<file path="src/rtl/fetch_pkg.sv">
// Shared types and default constants for the fetch stage.
package fetch_pkg;

  localparam int unsigned XLEN = 64;

  localparam logic [XLEN-1:0] DefaultResetPc   = 64'h0;
  // addi x0, x0, 0
  localparam logic [31:0]     DefaultNopInstr  = 32'h0000_0013;

  typedef enum logic [2:0] {
    StIdle,
    StReq,
    StWait,
    StHold,
    StKill
  } fetch_state_t;

endpackage

</file>
<file path="src/rtl/fetch_skid.sv">
// One-entry PC/instruction buffer that parks a response while decode is stalled.
module fetch_skid #(
  parameter int unsigned XLEN = fetch_pkg::XLEN
) (
  input  logic            clk_i,
  input  logic            rst_ni,
  input  logic            load_i,
  input  logic            drain_i,
  input  logic            clear_i,
  input  logic [XLEN-1:0] pc_i,
  input  logic [31:0]     instr_i,
  output logic            valid_o,
  output logic [XLEN-1:0] pc_o,
  output logic [31:0]     instr_o
);

  logic            valid_q, valid_d;
  logic [XLEN-1:0] pc_q, pc_d;
  logic [31:0]     instr_q, instr_d;

  // Next-state: clear wins over load, load wins over drain.
  always_comb begin
    valid_d = valid_q;
    pc_d    = pc_q;
    instr_d = instr_q;
    if (clear_i) begin
      valid_d = 1'b0;
    end else if (load_i) begin
      valid_d = 1'b1;
      pc_d    = pc_i;
      instr_d = instr_i;
    end else if (drain_i) begin
      valid_d = 1'b0;
    end
  end

  // Buffer storage.
  always_ff @(posedge clk_i or negedge rst_ni) begin
    if (!rst_ni) begin
      valid_q <= 1'b0;
      pc_q    <= '0;
      instr_q <= '0;
    end else begin
      valid_q <= valid_d;
      pc_q    <= pc_d;
      instr_q <= instr_d;
    end
  end

  assign valid_o = valid_q;
  assign pc_o    = pc_q;
  assign instr_o = instr_q;

endmodule

</file>
<file path="src/rtl/fetch_ctrl.sv">
// Fetch controller: owns PC_F, drives a single-outstanding imem port, handles
// Execute redirects and delivers instructions to the IF/ID boundary.
module fetch_ctrl #(
  parameter int unsigned      XLEN      = fetch_pkg::XLEN,
  parameter logic [XLEN-1:0]  RESET_PC  = fetch_pkg::DefaultResetPc,
  parameter logic [31:0]      NOP_INSTR = fetch_pkg::DefaultNopInstr
) (
  input  logic            clk,
  input  logic            rst,
  input  logic            PCSrc_E,
  input  logic [XLEN-1:0] PCTarget_E,
  input  logic            Stall_D,
  output logic            imem_req,
  output logic [XLEN-1:0] imem_addr,
  input  logic            imem_gnt,
  input  logic            imem_rvalid,
  input  logic [31:0]     imem_rdata,
  output logic [XLEN-1:0] PC_D,
  output logic [31:0]     Instr_D,
  output logic            Valid_D
);

  import fetch_pkg::*;

  fetch_state_t    state_q, state_d;
  logic [XLEN-1:0] pc_f_q, pc_f_d;
  logic [XLEN-1:0] pc_infl_q, pc_infl_d;
  logic [XLEN-1:0] out_pc_q, out_pc_d;
  logic [31:0]     out_instr_q, out_instr_d;
  logic            out_valid_q, out_valid_d;

  logic            slot_free;
  logic            deliver_mem, deliver_skid;
  logic            skid_load, skid_drain, skid_clear;
  logic            skid_valid;
  logic [XLEN-1:0] skid_pc;
  logic [31:0]     skid_instr;
  logic [XLEN-1:0] redirect_pc;

  // Low two target bits are forced to zero so fetch stays word aligned.
  assign redirect_pc = PCTarget_E & ~XLEN'(3);

  // The output register can take a new instruction if empty or being consumed.
  assign slot_free = !out_valid_q || !Stall_D;

  // Controller next-state, PC update and skid control.
  always_comb begin
    state_d      = state_q;
    pc_f_d       = pc_f_q;
    pc_infl_d    = pc_infl_q;
    deliver_mem  = 1'b0;
    deliver_skid = 1'b0;
    skid_load    = 1'b0;
    skid_drain   = 1'b0;

    case (state_q)
      StIdle: state_d = StReq;
      StReq: begin
        if (imem_gnt) begin
          pc_infl_d = pc_f_q;
          pc_f_d    = pc_f_q + XLEN'(4);
          state_d   = StWait;
        end
      end
      StWait: begin
        if (imem_rvalid) begin
          if (slot_free) begin
            deliver_mem = 1'b1;
            state_d     = StReq;
          end else begin
            skid_load = 1'b1;
            state_d   = StHold;
          end
        end
      end
      StHold: begin
        if (!Stall_D) begin
          deliver_skid = 1'b1;
          skid_drain   = 1'b1;
          state_d      = StReq;
        end
      end
      StKill: begin
        // Stale response is swallowed; the next request uses the new PC_F.
        if (imem_rvalid) state_d = StReq;
      end
      default: state_d = StIdle;
    endcase

    // A redirect overrides any delivery and buffered data.
    if (PCSrc_E) begin
      pc_f_d       = redirect_pc;
      deliver_mem  = 1'b0;
      deliver_skid = 1'b0;
      skid_load    = 1'b0;
      skid_drain   = 1'b0;
      case (state_q)
        // A granted request is already in flight for the old address.
        StReq:   state_d = imem_gnt ? StKill : StReq;
        StWait:  state_d = imem_rvalid ? StReq : StKill;
        StHold:  state_d = StReq;
        default: state_d = state_d;
      endcase
    end
  end

  assign skid_clear = PCSrc_E;

  // IF/ID output slot next-state.
  always_comb begin
    out_pc_d    = out_pc_q;
    out_instr_d = out_instr_q;
    out_valid_d = out_valid_q;
    if (PCSrc_E) begin
      out_valid_d = 1'b0;
      out_instr_d = NOP_INSTR;
    end else if (deliver_mem) begin
      out_pc_d    = pc_infl_q;
      out_instr_d = imem_rdata;
      out_valid_d = 1'b1;
    end else if (deliver_skid) begin
      out_pc_d    = skid_pc;
      out_instr_d = skid_instr;
      out_valid_d = skid_valid;
    end else if (!Stall_D) begin
      out_valid_d = 1'b0;
      out_instr_d = NOP_INSTR;
    end
  end

  // State, PC and output registers.
  always_ff @(posedge clk or negedge rst) begin
    if (!rst) begin
      state_q     <= StIdle;
      pc_f_q      <= RESET_PC;
      pc_infl_q   <= RESET_PC;
      out_pc_q    <= '0;
      out_instr_q <= NOP_INSTR;
      out_valid_q <= 1'b0;
    end else begin
      state_q     <= state_d;
      pc_f_q      <= pc_f_d;
      pc_infl_q   <= pc_infl_d;
      out_pc_q    <= out_pc_d;
      out_instr_q <= out_instr_d;
      out_valid_q <= out_valid_d;
    end
  end

  fetch_skid #(
    .XLEN(XLEN)
  ) u_skid (
    .clk_i   (clk),
    .rst_ni  (rst),
    .load_i  (skid_load),
    .drain_i (skid_drain),
    .clear_i (skid_clear),
    .pc_i    (pc_infl_q),
    .instr_i (imem_rdata),
    .valid_o (skid_valid),
    .pc_o    (skid_pc),
    .instr_o (skid_instr)
  );

  assign imem_req  = (state_q == StReq);
  assign imem_addr = pc_f_q;
  assign PC_D      = out_pc_q;
  assign Instr_D   = out_instr_q;
  assign Valid_D   = out_valid_q;

endmodule

</file>
<file path="config.mk">
export PLATFORM = sky130hd
export DESIGN_NAME = fetch_ctrl
export DESIGN_NICKNAME = d
export VERILOG_FILES = /design/src/rtl/fetch_pkg.sv /design/src/rtl/fetch_skid.sv /design/src/rtl/fetch_ctrl.sv
export SDC_FILE = /design/constraint.sdc
export NUM_CORES = 1
export LEC_CHECK = 0
export CORE_ASPECT_RATIO = 0.5
export CORE_MARGIN = 2
export CORE_UTILIZATION = 45
export DETAILED_ROUTE_END_ITERATION = 16
export PLACE_DENSITY = 0.7
export REMOVE_ABC_BUFFERS = 1
export SYNTH_ARGS = -nofsm -noshare
export SYNTH_HDL_FRONTEND = slang
export SYNTH_HIERARCHICAL = 1
export SYNTH_SLANG_ARGS = --single-unit
</file>
<file path="constraint.sdc">
create_clock -name clk -period 3.2 [get_ports clk]
set_clock_uncertainty 0.2 [all_clocks]
set_input_delay 0.96 -clock clk [delete_from_list [all_inputs] [get_ports clk]]
set_output_delay 0.96 -clock clk [all_outputs]
set_load 0.01 [all_outputs]
</file>
Yosys cells after proc, flatten, opt, wreduce, memory -nomap -nowiden
Index checks and enable logic that the tools add are counted.
{"block": "totals", "inputBits": 102, "reg_bits": 325, "wordCells": 65, "output_inout_bits": 162}
{"block": "classes", "n_reduce_logical": 12, "n_bitwise": 1, "mux": 37, "n_addsub": 1, "eq_ne": 5}
{"cell": "$mux 64", "count": 5}
{"cell": "$mux 32", "count": 4}
{"cell": "$add 64x3->64 const B", "count": 1}
{"cell": "$mux 3", "count": 7}
{"cell": "$mux 1", "count": 18}
{"cell": "$pmux 3 s5", "count": 1}
{"cell": "$pmux 3 s3", "count": 1}
{"cell": "$reduce_and 2->1", "count": 4}
{"cell": "$eq 3x2->1 const B", "count": 2}
{"cell": "$reduce_bool 2->1", "count": 3}
{"cell": "$ne 4x2->1 const B", "count": 1}
{"cell": "$eq 3x1->1 const B", "count": 1}
{"cell": "$eq 3x3->1 const B", "count": 1}
{"cell": "$logic_not 3->1", "count": 1}
{"cell": "$reduce_bool 3->1", "count": 1}
{"cell": "$logic_not 1->1", "count": 2}
{"cell": "$mux 2", "count": 1}
{"cell": "$logic_or 1x1->1", "count": 1}
{"cell": "$not 1->1", "count": 1}

Depth between registers and ports, before layout
{"block": "depth", "ltp_word": 8, "depth_mapped": 9}

Cells and area by module
The synthesis kept the hierarchy.
{"mod": "fetch_ctrl", "seq_area_each_um2": 5609.1, "area_per_inst_um2": 10447.5, "cells_each": 1157, "n_inst": 1}
{"mod": "fetch_skid", "seq_area_each_um2": 2427.3, "area_per_inst_um2": 3811.2, "cells_each": 208, "n_inst": 1}

Worst setup path after synthesis
OpenSTA, ideal clock, no wires.
{"block": "synth_timing", "path_kind": "input-to-reg", "startpoint": "input port PCSrc_E", "endpoint": "register u_skid.pc_q[19], in the netlist u_skid/pc_o[19]", "stages": 9, "t_arrival_ps": 2743, "path_slack_ps": 132, "path_cell_list": "clkbuf_1 buf_1 buf_1 nor3_1 nor2b_1 buf_6 buf_8 buf_12 mux2_4"}
{"block": "synth_between", "elab_chain_len": 2, "elab_cells_between_ends": 3}
{"element": "start, declared", "line_no": "fetch_ctrl.sv:10", "source": "input logic PCSrc_E,"}
{"element": "$mux 1", "line_no": "fetch_ctrl.sv:91", "source": "if (PCSrc_E) begin"}
{"element": "named net skid_load", "line_no": "fetch_ctrl.sv:34", "source": "logic skid_load, skid_drain, skid_clear;"}
{"element": "$reduce_and 2->1 (no line)"}
{"element": "end signal, assigned", "line_no": "fetch_skid.sv:45", "source": "pc_q <= pc_d;"}
{"element": "end, declared", "line_no": "fetch_skid.sv:18", "source": "logic [XLEN-1:0] pc_q, pc_d;"}
The timed path passes the listed nets, and every way through them passes these cells.
A chain may end at the register's enable or synchronous reset.

Worst setup path after layout
{"block": "layout_timing", "startpoint": "input port imem_gnt", "endpoint": "register pc_f_q[63], in the netlist imem_addr[63]"}
{"block": "layout_between", "elab_chain_len": 2}
{"element": "start, declared", "line_no": "fetch_ctrl.sv:15", "source": "input logic imem_gnt,"}
{"element": "$reduce_bool 2->1 (no line)"}
{"element": "$reduce_and 2->1 (no line)"}
{"element": "end signal, assigned", "line_no": "fetch_ctrl.sv:142", "source": "pc_f_q <= pc_f_d;"}
{"element": "end, declared", "line_no": "fetch_ctrl.sv:26", "source": "logic [XLEN-1:0] pc_f_q, pc_f_d;"}
No other way between the ends.

==> flow_summary.toml <==
[setup_path]
reg2reg_setup_slack_ns = 0.32
worst_ep_arrival_time_ns = 3.41
setup.worst_path.start_class = "input port"
end_kind = "flip-flop"
crit_fanout = 17
critPathKind = "input port to flip-flop"
cp_data_required_time_ns = 3.49

[cts]
clock_sinks = 321
cts_root_buf = "sky130_fd_sc_hd__clkbuf_16"
cts_hold_buf = 0
cts.reportedPaths.clkPinSlew_ns = 0.07
cts-htree-levels = 1
cts_tree = "built"
clkLatencyLatePin_ns = 0.57
clockBufferDepth = 3
tritoncts.num_buffers = 30

[final_layout]
layout.cells.most_common_list = "360 x sky130_fd_sc_hd__nand2_1, 317 x sky130_fd_sc_hd__dfrtp_1, 257 x sky130_fd_sc_hd__clkdlybuf4s50_1"
antenna_cells_inserted = 0
final_common_cell = "sky130_fd_sc_hd__nand2_1"
num-fill-cells = 2607
final_nets = 1739
drive_above_1_share_pct = 14.94
final_cell_area_um2 = 18800
area_growth_pct = 31.84
layout.cells.non_filler = 2092

[synth]
synthXorXnorAreaFrac_pct = 2.150
synth_largest_type_area_fraction_pct = 55.81
synth-edff-count = 0
post_synth.cell_area_avg_um2 = 10.45
post_synth_main_area_contributors = "sky130_fd_sc_hd__dfrtp_1 56%, sky130_fd_sc_hd__nand2_1 9.5%, sky130_fd_sc_hd__mux2_2 4.6%"
netlist_instances = 1365
ys_seq_elements = 321
post_synth_num_cell_types = 60
ys_seq_area_share_pct = 56.36
synthesis.yosys.warnings = 6
share_of_the_synthesized_area_in_compound_gates_ao_oa_aoi_oai_pct = 9.407
synthDominantAreaCellType = "sky130_fd_sc_hd__dfrtp_1"
mapped_area_um2 = 14260
synth_mux_area_share_pct = 8.863
ys.flop_type = "sky130_fd_sc_hd__dfrtp_1"
synth-adder-area-share_pct = 0.08775
synth_top_family_by_area = "simple AND/OR/NAND/NOR gates"
post_synthesis_share_of_cell_area_spent_on_and_or_nand_and_nor_gates_pct = 19.52
synthArstFlopShare_pct = 100.0

[grt]
vias_in_the_first_global_route = 11980
grt_max_degree = 100
grt.overflow.total = 0
grt_pass1_wl_um = 64490
grtUsageTotal_pct = 24.20
antenna_violations_before_repair = 0

[floorplan]
floorplan.die.width_um = 255.7
fp.dieH_um = 129.9
row_count = 46
num_io_pins = 264
die_area_um2 = 33210
floorplan.core_area_um2 = 31430
initial_utilization_pct = 45.37

[placed_design]
detailed_place.area_um2 = 17720
placedCellCount = 2036
hpwl_um = 28220
placement.io_buffers = 259
gp_congestion = 0.8693

[drt]
drcViolationCount = 0
wire_per_inst_um = 19.51
detail_route.iter0.violations = 952
antenna_violating_nets_post_route = 0
dr.pass1.iters = 5
detailroute.via_count = 11630
vias_per_cell = 5.561
total_length_of_routed_wires_um = 40810

[sta]
finalHoldViolCount = 0
setup_repair_after_global_routing_missed_its_margin = "false"
timing.final.crit_period_ns = 3.122
setup_violations = 0
remaining_max_slew_budget_at_the_tightest_pin_pct = 29.22
period_share_pct = 97.55
setup-tns-final_ns = 0
timing_max_transition_violations_final = 0
maxClockFrequency_ghz = 0.3204
max_slew.worst_pin.slew_ns = 1.062

[status]
run_status = "finished, final reports clean"

[power]
static-leakage-power_uw = 0.008517
ir_worst_vdd_mv = 0.4733
power_uw = 12020
power-per-cell-area_nw_per_um2 = 639.5

[hold_path]
hp-class = "input port to async pin"

[flow_run]
maxCapViolations = 0
## layer usage
metal	wire length, um	GRT usage [%]
met3	1796	3.186
met1	16640	30.73
met2	20840	42.70
met4	1533	9.942
met5	0	0
## sequential cells by signal (all words and copies together) (netlist names), 3 cells and up
signal	count
pc_infl_q	62
imem_addr	62
PC_D	64
Instr_D	32
u_skid/pc_o	64
u_skid/instr_o	32
state_q	3
## kinds of logic after synthesis
logic type | count (synthesis)
multiplexers | 99
adder cells (fa/ha/maj) | 1
buffers and inverters | 103
AO/OA/AOI/OAI | 200
AND/OR/NAND/NOR | 605
XOR/XNOR | 35
other | 1
flip-flops | 321
## cell usage after synthesis, types with 3 or more instances
cell / number
sky130_fd_sc_hd__nand2b_1: 3
sky130_fd_sc_hd__inv_1: 10
sky130_fd_sc_hd__o21ai_0: 58
sky130_fd_sc_hd__nor4_1: 13
sky130_fd_sc_hd__dfrtp_1: 318
sky130_fd_sc_hd__a22oi_1: 62
sky130_fd_sc_hd__nand3_1: 23
sky130_fd_sc_hd__or4_1: 16
sky130_fd_sc_hd__dfstp_2: 3
sky130_fd_sc_hd__xor2_1: 19
sky130_fd_sc_hd__o31ai_1: 11
sky130_fd_sc_hd__nor3_1: 35
sky130_fd_sc_hd__and3_1: 9
sky130_fd_sc_hd__a31oi_1: 25
sky130_fd_sc_hd__and2_1: 8
sky130_fd_sc_hd__buf_4: 3
sky130_fd_sc_hd__buf_2: 12
sky130_fd_sc_hd__mux2_2: 58
sky130_fd_sc_hd__a221oi_1: 29
sky130_fd_sc_hd__buf_1: 8
sky130_fd_sc_hd__nor2b_1: 3
sky130_fd_sc_hd__buf_12: 4
sky130_fd_sc_hd__o22ai_1: 3
sky130_fd_sc_hd__nor2_1: 66
sky130_fd_sc_hd__nand2_1: 360
sky130_fd_sc_hd__and4_1: 11
sky130_fd_sc_hd__nor4b_1: 3
sky130_fd_sc_hd__or3_1: 9
sky130_fd_sc_hd__clkbuf_1: 58
sky130_fd_sc_hd__xnor2_1: 16
sky130_fd_sc_hd__a21oi_1: 8
sky130_fd_sc_hd__mux2_4: 40
sky130_fd_sc_hd__nand4_1: 27
## layout make-up
class / instances / area (um^2) / share of cell area [%]
Clock inverter: 17 / 201.4 / 1.072
Timing Repair Buffer: 327 / 3331 / 17.72
Sequential cell: 321 / 8038 / 42.76
Multi-Input combinational cell: 944 / 5767 / 30.68
Tap cell: 432 / 540.5 / 2.875
Inverter: 12 / 46.29 / 0.2463
Clock buffer: 39 / 875.8 / 4.659
## report_power, final
group	internal, uW	switching, uW	total (uW)	leakage, uW
sequential	4830	649	5480	0.00421
combinational	1320	1390	2700	0.00378
clock	2250	1590	3840	0.000523
total	8400	3620	12000	0.00852
## what timing repair did
action                                 CTS  global route
resized for setup                        1             1
endpoints found under the hold margin    0             0
setup buffers                            0             0
setup endpoints to repair                1             1
pin swaps                                0             0
## critical path: stages
cell	delay (ns)
sky130_fd_sc_hd__clkdlybuf4s50_1	0.52
sky130_fd_sc_hd__and4bb_2	0.40
sky130_fd_sc_hd__nand4_4	0.10
sky130_fd_sc_hd__or4_1	0.51
sky130_fd_sc_hd__buf_4	0.21
sky130_fd_sc_hd__or4_1	0.51
sky130_fd_sc_hd__a31oi_1	0.19
## final timing paths
kind	start	to	cells past startpoint
worst max-delay path	imem_gnt	imem_addr[63]	7
worst min-delay path	rst	PC_D[42]	1
worst max register to register	imem_addr[18]	imem_addr[63]	6
worst min register to register	PC_D[3]	PC_D[3]	2
max in group asynchronous	rst	u_skid/instr_o[11]	2
min in group clk	PC_D[3]	PC_D[3]	2
## per-stage QoR
stage | hold WS (ns) | utilization (%) | setup WS [ns]
2_1_floorplan | 0.2504 | - | -4.634
3_3_place_gp | 0.2559 | 56.37 | -0.4684
3_5_place_dp | 0.2622 | 56.37 | -0.4866
4_1_cts | 0.1191 | 59.81 | 0.04973
5_1_grt | 0.1319 | 59.82 | 0.04038
6_report | 0.1176 | 59.82 | 0.07845
(Power assumes the default switching activity.)
